--- src/rtl/input_selecter_top.sv ---
// input_selecter_top: operand selector for a two-pass 4x4 2D FFT.
//   Pass 1 (rows) loads the external matrix ext_in_*. Pass 2 (columns) loads
//   the pass-1 results rt_in_* (transposed when TRANSPOSE=1), saturated from
//   OUT_W down to IN_W bits. A watchdog aborts a pass after WAIT_MAX cycles
//   without an accepted fft_done.
// Ports:
//   clk, reset (sync, active high), start    - control inputs
//   ext_in_R_C_r/_i  [IN_W]                  - external samples, R,C in 1..4
//   rt_in_R_C_r/_i   [OUT_W]                 - pass-1 results
//   fft_done                                 - FFT core result-valid pulse
//   sel_out_R_C_r/_i [IN_W]                  - registered operand matrix
//   fft_start, pass, busy, done, err         - registered status outputs
// OUT_W must be >= IN_W.

module input_selecter_lane #(
  parameter int IN_W  = 16,
  parameter int OUT_W = 20
) (
  input  logic [OUT_W-1:0] rt_i,
  output logic [IN_W-1:0]  sat_o
);
  // Signed IN_W range bounds expressed at OUT_W width.
  localparam logic signed [OUT_W-1:0] SMAX = {{(OUT_W-IN_W+1){1'b0}}, {(IN_W-1){1'b1}}};
  localparam logic signed [OUT_W-1:0] SMIN = ~SMAX;

  always_comb begin
    sat_o = rt_i[IN_W-1:0];
    if ($signed(rt_i) > SMAX)      sat_o = SMAX[IN_W-1:0];
    else if ($signed(rt_i) < SMIN) sat_o = SMIN[IN_W-1:0];
  end
endmodule

module input_selecter_top #(
  parameter int WAIT_MAX  = 255,
  parameter bit TRANSPOSE = 1'b1,
  parameter int IN_W      = 16,
  parameter int OUT_W     = 20
) (
  input  logic clk,
  input  logic reset,
  input  logic start,
  input  logic signed [IN_W-1:0]  ext_in_1_1_r, ext_in_1_2_r, ext_in_1_3_r, ext_in_1_4_r,
  input  logic signed [IN_W-1:0]  ext_in_2_1_r, ext_in_2_2_r, ext_in_2_3_r, ext_in_2_4_r,
  input  logic signed [IN_W-1:0]  ext_in_3_1_r, ext_in_3_2_r, ext_in_3_3_r, ext_in_3_4_r,
  input  logic signed [IN_W-1:0]  ext_in_4_1_r, ext_in_4_2_r, ext_in_4_3_r, ext_in_4_4_r,
  input  logic signed [IN_W-1:0]  ext_in_1_1_i, ext_in_1_2_i, ext_in_1_3_i, ext_in_1_4_i,
  input  logic signed [IN_W-1:0]  ext_in_2_1_i, ext_in_2_2_i, ext_in_2_3_i, ext_in_2_4_i,
  input  logic signed [IN_W-1:0]  ext_in_3_1_i, ext_in_3_2_i, ext_in_3_3_i, ext_in_3_4_i,
  input  logic signed [IN_W-1:0]  ext_in_4_1_i, ext_in_4_2_i, ext_in_4_3_i, ext_in_4_4_i,
  input  logic signed [OUT_W-1:0] rt_in_1_1_r, rt_in_1_2_r, rt_in_1_3_r, rt_in_1_4_r,
  input  logic signed [OUT_W-1:0] rt_in_2_1_r, rt_in_2_2_r, rt_in_2_3_r, rt_in_2_4_r,
  input  logic signed [OUT_W-1:0] rt_in_3_1_r, rt_in_3_2_r, rt_in_3_3_r, rt_in_3_4_r,
  input  logic signed [OUT_W-1:0] rt_in_4_1_r, rt_in_4_2_r, rt_in_4_3_r, rt_in_4_4_r,
  input  logic signed [OUT_W-1:0] rt_in_1_1_i, rt_in_1_2_i, rt_in_1_3_i, rt_in_1_4_i,
  input  logic signed [OUT_W-1:0] rt_in_2_1_i, rt_in_2_2_i, rt_in_2_3_i, rt_in_2_4_i,
  input  logic signed [OUT_W-1:0] rt_in_3_1_i, rt_in_3_2_i, rt_in_3_3_i, rt_in_3_4_i,
  input  logic signed [OUT_W-1:0] rt_in_4_1_i, rt_in_4_2_i, rt_in_4_3_i, rt_in_4_4_i,
  input  logic fft_done,
  output logic signed [IN_W-1:0]  sel_out_1_1_r, sel_out_1_2_r, sel_out_1_3_r, sel_out_1_4_r,
  output logic signed [IN_W-1:0]  sel_out_2_1_r, sel_out_2_2_r, sel_out_2_3_r, sel_out_2_4_r,
  output logic signed [IN_W-1:0]  sel_out_3_1_r, sel_out_3_2_r, sel_out_3_3_r, sel_out_3_4_r,
  output logic signed [IN_W-1:0]  sel_out_4_1_r, sel_out_4_2_r, sel_out_4_3_r, sel_out_4_4_r,
  output logic signed [IN_W-1:0]  sel_out_1_1_i, sel_out_1_2_i, sel_out_1_3_i, sel_out_1_4_i,
  output logic signed [IN_W-1:0]  sel_out_2_1_i, sel_out_2_2_i, sel_out_2_3_i, sel_out_2_4_i,
  output logic signed [IN_W-1:0]  sel_out_3_1_i, sel_out_3_2_i, sel_out_3_3_i, sel_out_3_4_i,
  output logic signed [IN_W-1:0]  sel_out_4_1_i, sel_out_4_2_i, sel_out_4_3_i, sel_out_4_4_i,
  output logic fft_start,
  output logic pass,
  output logic busy,
  output logic done,
  output logic err
);
  localparam int TW = $clog2(WAIT_MAX + 1);

  typedef enum logic [1:0] {IDLE, RUN1, RUN2, DONE} state_e;

  // Element k of each packed matrix is (R-1)*4 + (C-1).
  logic [15:0][IN_W-1:0]  ext_r, ext_i, load_r_d, load_i_d, sel_r_q, sel_i_q;
  logic [15:0][OUT_W-1:0] rt_r, rt_i;

  assign ext_r = {ext_in_4_4_r, ext_in_4_3_r, ext_in_4_2_r, ext_in_4_1_r, ext_in_3_4_r, ext_in_3_3_r,
                  ext_in_3_2_r, ext_in_3_1_r, ext_in_2_4_r, ext_in_2_3_r, ext_in_2_2_r, ext_in_2_1_r,
                  ext_in_1_4_r, ext_in_1_3_r, ext_in_1_2_r, ext_in_1_1_r};
  assign ext_i = {ext_in_4_4_i, ext_in_4_3_i, ext_in_4_2_i, ext_in_4_1_i, ext_in_3_4_i, ext_in_3_3_i,
                  ext_in_3_2_i, ext_in_3_1_i, ext_in_2_4_i, ext_in_2_3_i, ext_in_2_2_i, ext_in_2_1_i,
                  ext_in_1_4_i, ext_in_1_3_i, ext_in_1_2_i, ext_in_1_1_i};
  assign rt_r  = {rt_in_4_4_r, rt_in_4_3_r, rt_in_4_2_r, rt_in_4_1_r, rt_in_3_4_r, rt_in_3_3_r,
                  rt_in_3_2_r, rt_in_3_1_r, rt_in_2_4_r, rt_in_2_3_r, rt_in_2_2_r, rt_in_2_1_r,
                  rt_in_1_4_r, rt_in_1_3_r, rt_in_1_2_r, rt_in_1_1_r};
  assign rt_i  = {rt_in_4_4_i, rt_in_4_3_i, rt_in_4_2_i, rt_in_4_1_i, rt_in_3_4_i, rt_in_3_3_i,
                  rt_in_3_2_i, rt_in_3_1_i, rt_in_2_4_i, rt_in_2_3_i, rt_in_2_2_i, rt_in_2_1_i,
                  rt_in_1_4_i, rt_in_1_3_i, rt_in_1_2_i, rt_in_1_1_i};
  assign {sel_out_4_4_r, sel_out_4_3_r, sel_out_4_2_r, sel_out_4_1_r, sel_out_3_4_r, sel_out_3_3_r,
          sel_out_3_2_r, sel_out_3_1_r, sel_out_2_4_r, sel_out_2_3_r, sel_out_2_2_r, sel_out_2_1_r,
          sel_out_1_4_r, sel_out_1_3_r, sel_out_1_2_r, sel_out_1_1_r} = sel_r_q;
  assign {sel_out_4_4_i, sel_out_4_3_i, sel_out_4_2_i, sel_out_4_1_i, sel_out_3_4_i, sel_out_3_3_i,
          sel_out_3_2_i, sel_out_3_1_i, sel_out_2_4_i, sel_out_2_3_i, sel_out_2_2_i, sel_out_2_1_i,
          sel_out_1_4_i, sel_out_1_3_i, sel_out_1_2_i, sel_out_1_1_i} = sel_i_q;

  // Pass-2 load values: destination (r,c) takes source (c,r) when transposing.
  for (genvar r = 0; r < 4; r++) begin : g_row
    for (genvar c = 0; c < 4; c++) begin : g_col
      localparam int DST = r*4 + c;
      localparam int SRC = TRANSPOSE ? (c*4 + r) : DST;
      input_selecter_lane #(.IN_W(IN_W), .OUT_W(OUT_W)) u_lane_r (
        .rt_i(rt_r[SRC]), .sat_o(load_r_d[DST]));
      input_selecter_lane #(.IN_W(IN_W), .OUT_W(OUT_W)) u_lane_i (
        .rt_i(rt_i[SRC]), .sat_o(load_i_d[DST]));
    end
  end

  state_e        state_q;
  logic [TW-1:0] timer_q;
  logic          fft_start_q, pass_q, busy_q, done_q, err_q;

  assign fft_start = fft_start_q;
  assign pass      = pass_q;
  assign busy      = busy_q;
  assign done      = done_q;
  assign err       = err_q;

  // timer_q counts cycles since fft_start; a done is only accepted once it is
  // non-zero, and the abort fires on the edge where it would reach WAIT_MAX.
  always_ff @(posedge clk) begin
    if (reset) begin
      state_q     <= IDLE;
      timer_q     <= '0;
      sel_r_q     <= '0;
      sel_i_q     <= '0;
      fft_start_q <= 1'b0;
      pass_q      <= 1'b0;
      busy_q      <= 1'b0;
      done_q      <= 1'b0;
      err_q       <= 1'b0;
    end else begin
      fft_start_q <= 1'b0;
      done_q      <= 1'b0;
      err_q       <= 1'b0;
      case (state_q)
        IDLE: if (start) begin
          sel_r_q     <= ext_r;
          sel_i_q     <= ext_i;
          pass_q      <= 1'b0;
          fft_start_q <= 1'b1;
          busy_q      <= 1'b1;
          timer_q     <= '0;
          state_q     <= RUN1;
        end
        RUN1, RUN2: begin
          if (fft_done && timer_q != '0) begin
            timer_q <= '0;
            if (state_q == RUN1) begin
              sel_r_q     <= load_r_d;
              sel_i_q     <= load_i_d;
              pass_q      <= 1'b1;
              fft_start_q <= 1'b1;
              state_q     <= RUN2;
            end else begin
              done_q  <= 1'b1;
              state_q <= DONE;
            end
          end else if (timer_q == TW'(WAIT_MAX - 1)) begin
            err_q   <= 1'b1;
            pass_q  <= 1'b0;
            busy_q  <= 1'b0;
            timer_q <= '0;
            state_q <= IDLE;
          end else begin
            timer_q <= timer_q + 1'b1;
          end
        end
        default: begin
          pass_q  <= 1'b0;
          busy_q  <= 1'b0;
          state_q <= IDLE;
        end
      endcase
    end
  end
endmodule

--- config.mk ---
export PLATFORM = sky130hd
export DESIGN_NAME = input_selecter_top
export DESIGN_NICKNAME = d
export VERILOG_FILES = /design/src/rtl/input_selecter_top.sv
export SDC_FILE = /design/constraint.sdc
export NUM_CORES = 2
export LEC_CHECK = 0
export ABC_AREA = 0
export CORE_AREA = 2 2 648 650
export CTS_CLUSTER_SIZE = 24
export DETAILED_ROUTE_END_ITERATION = 8
export DIE_AREA = 0 0 650 652
export PLACE_DENSITY = 0.3
export SYNTH_ARGS = -nofsm -noshare
export SYNTH_HDL_FRONTEND = slang
export SYNTH_SLANG_ARGS = --single-unit
--- constraint.sdc ---
create_clock -name clk -period 4.3 [get_ports clk]
set_input_delay 0.645 -clock clk [delete_from_list [all_inputs] [get_ports clk]]
set_output_delay 0.645 -clock clk [all_outputs]
set_load 0.02 [all_outputs]
[After elaboration in Yosys (flattened, before gate mapping)]
Index checks and enable logic that the tools add are counted.
W data, S select, Z words.
Storage, ports and cells
  logic and storage cells: 223
  bits in registers: 527
  output and inout port bits: 517
  bits of input ports: 1156
Cells by class
  equal/unequal tests: 10
  reduce and logical (&&, ||, !) cells: 12
  muxes and demuxes: 95
  add/sub/neg operators: 1
  bitwise gates (word level): 2
  magnitude comparators: 64
Operator list (count)
  $mux W256: 6
  $mux W16: 64
  $pmux W256 S2: 2
  $gt A20 B16 Y1 const B: 32
  $lt A20 B16 Y1 const B: 32
  $mux W8: 3
  $pmux W8 S2: 1
  $mux W1: 12
  $ne A2 B2 Y1 const B: 5
  $add A8 B1 Y8 const B: 1
  $eq A8 B8 Y1 const B: 1
  $reduce_bool A8 Y1: 1
  $mux W2: 3
  $ne A3 B3 Y1 const B: 2
  $pmux W1 S2: 3
  $reduce_and A3 Y1: 2
  $reduce_or A3 Y1: 2
  $pmux W2 S2: 1
  $reduce_and A2 Y1: 2
  $reduce_and A4 Y1: 1
  $eq A2 B1 Y1 const B: 1
  $eq A2 B2 Y1 const B: 1
  $logic_not A2 Y1: 1
  $not A1 Y1: 2
  other kinds (3): 3

[Longest topological paths before layout]
  word-level depth: 6
  gate-level depth with buffers: 10
  gate-level depth less buffers: 6

[Cells and area by module]
From an unflattened synthesis, not the netlist that was laid out.
Second synthesis, totals
  cells, all modules: 4409
  area total of the unflattened synthesis: 40441.3 um^2
By module, submodules not included
  input_selecter_top: sequential area each 10550.1 um^2, area an instance 25386.8 um^2, times used 1, cells an instance 2489
  input_selecter_lane: sequential area each 0.0 um^2, area an instance 470.5 um^2, times used 32, cells an instance 60

[Worst setup path before layout]
OpenSTA, ideal clock, no wires.
  kind: register to register
  start: register state_q[0]
  end: register sel_r_q (netlist bit sel_out_1_1_r[0])
  stages on the path, launching flop included: 11
  arrival time: 2.080 ns
  required time: 4.199 ns
  path slack: 2.119 ns
  library setup time: 0.101 ns
  path buffers: 4
  period minus slack after synthesis: 2.181 ns
  path through: dfxtp_1 > inv_1 > ha_1 > clkbuf_1 > inv_1 > nand3_1 > buf_2 > clkbuf_1 > clkbuf_1 > o2111ai_1 > o41ai_1
On the way
  word-level cells in the longest chain between the ends: 4
  elaborated cells on any way between the ends: 10
  classes of those cells: eq/ne (5); mux (1); reduce/logical (4)
RTL lines
  start: declaration: line 112  | state_e state_q;
  start signal: assignment: line 126  | state_q <= IDLE;
  start signal: assignment: line 147  | state_q <= RUN1;
  start signal: assignment: line 157  | state_q <= RUN2;
  $eq A2 B1 Y1 or $eq A2 B2 Y1 (tied branches): line 139, 152
  $reduce_or A2 Y1: line 139  | case (state_q)
  $ne A2 B2 Y1 (no source line) or $reduce_bool A2 Y1 (tied branches)
  $reduce_and A4 Y1 (no source line)
  end signal: assignment: line 141  | sel_r_q <= ext_r;
  end signal: assignment: line 153  | sel_r_q <= load_r_d;
  end: declaration: line 78  | logic [15:0][IN_W-1:0] ext_r, ext_i, load_r_d, load_i_d, sel_r_q, sel_i_q;
Parallel ways exist; a longest one is shown, timed or not.
A chain may end at the register's enable or synchronous reset.

[Worst setup path in the final report]
  start: register timer_q[0]
  end: register sel_r_q (netlist bit sel_out_3_4_r[9])
On the way
  word-level cells in the longest chain between the ends: 4
RTL lines
  start: declaration: line 113  | logic [TW-1:0] timer_q;
  start signal: assignment: line 169  | timer_q <= timer_q + 1'b1;
  $reduce_bool A8 Y1: line 150  | if (fft_done && timer_q != '0) begin
  $logic_and A1 B1 Y1: line 150
  $ne A2 B2 Y1 (no source line)
  $reduce_and A4 Y1 (no source line)
No other way between the ends.

==> metrics.txt <==
post-synthesis average cell area 8.43 sq um; flip-flop and latch count after synthesis 527; vias in the first global route 38,100; VDD IR max 300 uV; Post-Synthesis Net Count 4,395; status finished clean; drt first-iter violations 2,917; die width 650 um; First-pass DRT Iterations 7; placed wire-length estimate after detailed placement 290,000 um; actual transition at the worst max-transition pin 1.22 ns; path class of the lowest-slack min-delay path input pin to register; synthesized netlist cell count 3,233; netlist area before placement 27,300 sq um; Critical Path AT 3.70 ns; average wire per cell in the routed design 34.0 um; vias per cell 3.64; total number of vias 37,400; Fin Setup TNS 0 ns; number of setup violations in the final report 0; largest fanout of any net on the critical path 68; logic depth of the worst path, buffers included 8; largest area contributor in the netlist sky130_fd_sc_hd__dfxtp_1; Top Family by Delay on Critical Path compound AO/OA/AOI/OAI gates; core footprint 416,000 sq um; Antenna Violating Nets Remaining 0; startpoint of the worst setup timing path timer_q[0]$_SDFFE_PP0P_; fill cell count 47,500; leakage power figure 16.9 nW; distinct cell type count of the synthesized netlist 39; global-route congestion overflow total 0; count of boundary I/O pins 1,673; library cell used as clock root buffer sky130_fd_sc_hd__clkbuf_16; cell repeated most along the worst path sky130_fd_sc_hd__buf_12; Clock Tree Buf Depth 4; peak per-stage delay on the critical path 0.57 ns; Final Hold Violating Endpoints 0; Post-CTS Hold Fix Bufs 0; insertion delay to the later sink of the worst-skew pair 0.81 ns; number of antenna violations at the first check in global routing 84; Die Outline Area 424,000 sq um; starting density of the core 0.0655; number of buffers inserted by port buffering 1,672; warnings from Yosys 0; post-CTS setup buffer count 0; number of nets in the layout 5,843; number of buffers created by CTS 88; total power of the final layout 32.5 mW; Main synth FF type sky130_fd_sc_hd__dfxtp_1; final core occ 0.129; final count of pins violating max slew 0; post-synthesis sequential area ratio 0.387; hold slack final 0.393 ns; area of combinational cells with multiple inputs 14,800 sq um; leading post-synthesis cells by cell area sky130_fd_sc_hd__dfxtp_1 (39%), sky130_fd_sc_hd__o2111ai_1 (16%), sky130_fd_sc_hd__o41ai_1 (15%); startpoint kind of the worst setup timing path register; Critical Path Sink sel_out_3_4_r[9]$_SDFFE_PP0P_; fmax 327 MHz; total length of routed wires 350,000 um; area growth from synthesis to layout 96.5%; unrepaired setup endpoints after global routing no; shortest clock period the worst path allows after layout 3.06 ns; startpoint of the worst register-to-register path timer_q[0]$_SDFFE_PP0P_; height of the chip 652 um; post-route clock skew 0.0424 ns; register area 10,600 sq um; number of enable flip-flop cells after synthesis 0; slack of the worst reg-to-reg path 1.24 ns; relative max-transition margin 0.179; CTS HTree Levels 3; cell with the largest stage delay on the worst path sky130_fd_sc_hd__or4b_1; wire length of the first global-routing pass 440,000 um; DR DRC count 0; final weighted congestion of routability-driven global placement 0.899; worst reg-to-reg path cell count 8; area share of the largest cell type after synthesis 0.387; largest net degree at the start of global routing 125; TritonCTS clock tree done; row count 237; proportion of register bits with asynchronous set or reset after synthesis 0; Worst EP required 4.94 ns; share of layout cells above drive strength 1 0.0678; maximum capacitance violations 0; global router's overall resource usage 0.157; critical path class register to register; Num Clock Sinks 527; power density cells 606 nW/um^2; period utilization 0.711; capturing element type of the critical path register; ordered cell list for the critical path inv_1 -> ha_1 -> or4b_1 -> o21a_4 -> a21oi_4 -> buf_12 -> buf_12 -> o41ai_1; clock edge transition at the registers on the reported setup and hold paths 0.06 ns; Bufs and invs on worst path 3; Post-CTS Resized 0; endpoint of the lowest-slack register-to-register path sel_out_3_4_r[9]$_SDFFE_PP0P_
-- routing by layer --
| metal | vias up | share of wire | track usage | routed length, um |
|---|---|---|---|---|
| met5 | - | 0.00066 | 0 | 230 |
| met4 | 34 | 0.030 | 0.0434 | 10500 |
| met2 | 1860 | 0.50 | 0.277 | 173000 |
| met3 | 333 | 0.097 | 0.0604 | 33900 |
| li1 | 16100 | - | - | - |
| met1 | 19000 | 0.38 | 0.175 | 132000 |
-- logic make-up (layout without fill, tap and decap cells) --
kind of cell	count (synthesis)	in the layout	synth area share
multiplexers	33	33	0.0122
flip-flops	527	527	0.387
AO/OA/AOI/OAI	1563	1563	0.427
other	0	27	0
AND/OR/NAND/NOR	630	630	0.0958
adder cells (fa/ha/maj)	6	6	0.00275
buffers and inverters	474	1987	0.0753
-- area by class of cell --
| cell class | instances | share of cell area |
|---|---|---|
| repair buffers | 1824 | 0.343 |
| multi-input cells | 2232 | 0.276 |
| flip-flops and latches | 527 | 0.197 |
| well taps | 5497 | 0.128 |
| clock buffers | 124 | 0.0469 |
| clock inverters | 31 | 0.00675 |
| diodes | 27 | 0.00126 |
| inverters | 8 | 0.000701 |
-- where the power goes --
group / internal [mW] / switching (mW) / leakage (nW) / total, mW
Clock: 4.47 / 3.06 / 1.42 / 7.53
Sequential: 6.35 / 1.52 / 4.33 / 7.87
Combinational: 5.56 / 11.5 / 11.2 / 17.1
-- layout by cell type (no fill, tap or decap), types with 15 or more instances in the layout --
cell type / n
sky130_fd_sc_hd__clkdlybuf4s50_1: 1664
sky130_fd_sc_hd__dfxtp_1: 527
sky130_fd_sc_hd__a21oi_1: 488
sky130_fd_sc_hd__nor2_1: 484
sky130_fd_sc_hd__o2111ai_1: 483
sky130_fd_sc_hd__o41ai_1: 480
sky130_fd_sc_hd__buf_4: 121
sky130_fd_sc_hd__clkbuf_16: 89
sky130_fd_sc_hd__a211oi_1: 65
sky130_fd_sc_hd__nand2_1: 44
sky130_fd_sc_hd__nand4_1: 42
sky130_fd_sc_hd__buf_12: 38
sky130_fd_sc_hd__nor4_1: 32
sky130_fd_sc_hd__mux2i_1: 32
sky130_fd_sc_hd__diode_2: 27
sky130_fd_sc_hd__clkbuf_1: 20
sky130_fd_sc_hd__o21ai_1: 19
sky130_fd_sc_hd__clkbuf_8: 15
sky130_fd_sc_hd__clkinv_2: 15
-- per-stage QoR --
| stage | instances | area (sq um) | worst slack [ns] |
|---|---|---|---|
| 6_report | 10300 | 53500 | 1.24 |
| 5_1_grt | 10300 | 53500 | 1.08 |
| 4_1_cts | 10200 | 53500 | 1.11 |
| 3_5_place_dp | 10100 | 50600 | 1.10 |
| 3_3_place_gp | 10100 | 50600 | 1.06 |
| 2_1_floorplan | 3233 | 27300 | 2.12 |
-- worst min-delay path by stage --
stage                                             start                             end  slack (ns)  cells past startpoint
final                                             reset  sel_out_1_1_i[15]$_SDFFE_PP0P_        0.39                      2
after global routing                              reset  sel_out_1_1_i[15]$_SDFFE_PP0P_        0.34                      2
after CTS                                         reset  sel_out_1_1_i[15]$_SDFFE_PP0P_        0.28                      2
after detailed placement  sel_out_1_1_r[7]$_SDFFE_PP0P_   sel_out_1_1_r[7]$_SDFFE_PP0P_        0.50                      2
after global placement    sel_out_1_1_r[6]$_SDFFE_PP0P_   sel_out_1_1_r[6]$_SDFFE_PP0P_        0.50                      2
after floorplan                 state_q[1]$_SDFFE_PP0P_         state_q[1]$_SDFFE_PP0P_        0.47                      2
-- synth_stat cells (all sizes together), types with 2 or more instances --
| library cell | instances |
|---|---|
| nand3 | 6 |
| mux2i | 32 |
| nor2 | 485 |
| nor2b | 3 |
| nor4 | 32 |
| a211oi | 65 |
| a21oi | 489 |
| nand2b | 3 |
| clkbuf | 356 |
| inv | 7 |
| o41ai | 480 |
| o21ai | 36 |
| o2111ai | 483 |
| dfxtp | 527 |
| ha | 6 |
| nand4 | 42 |
| nor3 | 6 |
| buf | 110 |
| nand2 | 46 |
| a31oi | 5 |
| and3 | 2 |
Power figures use the tool's default switching activity.
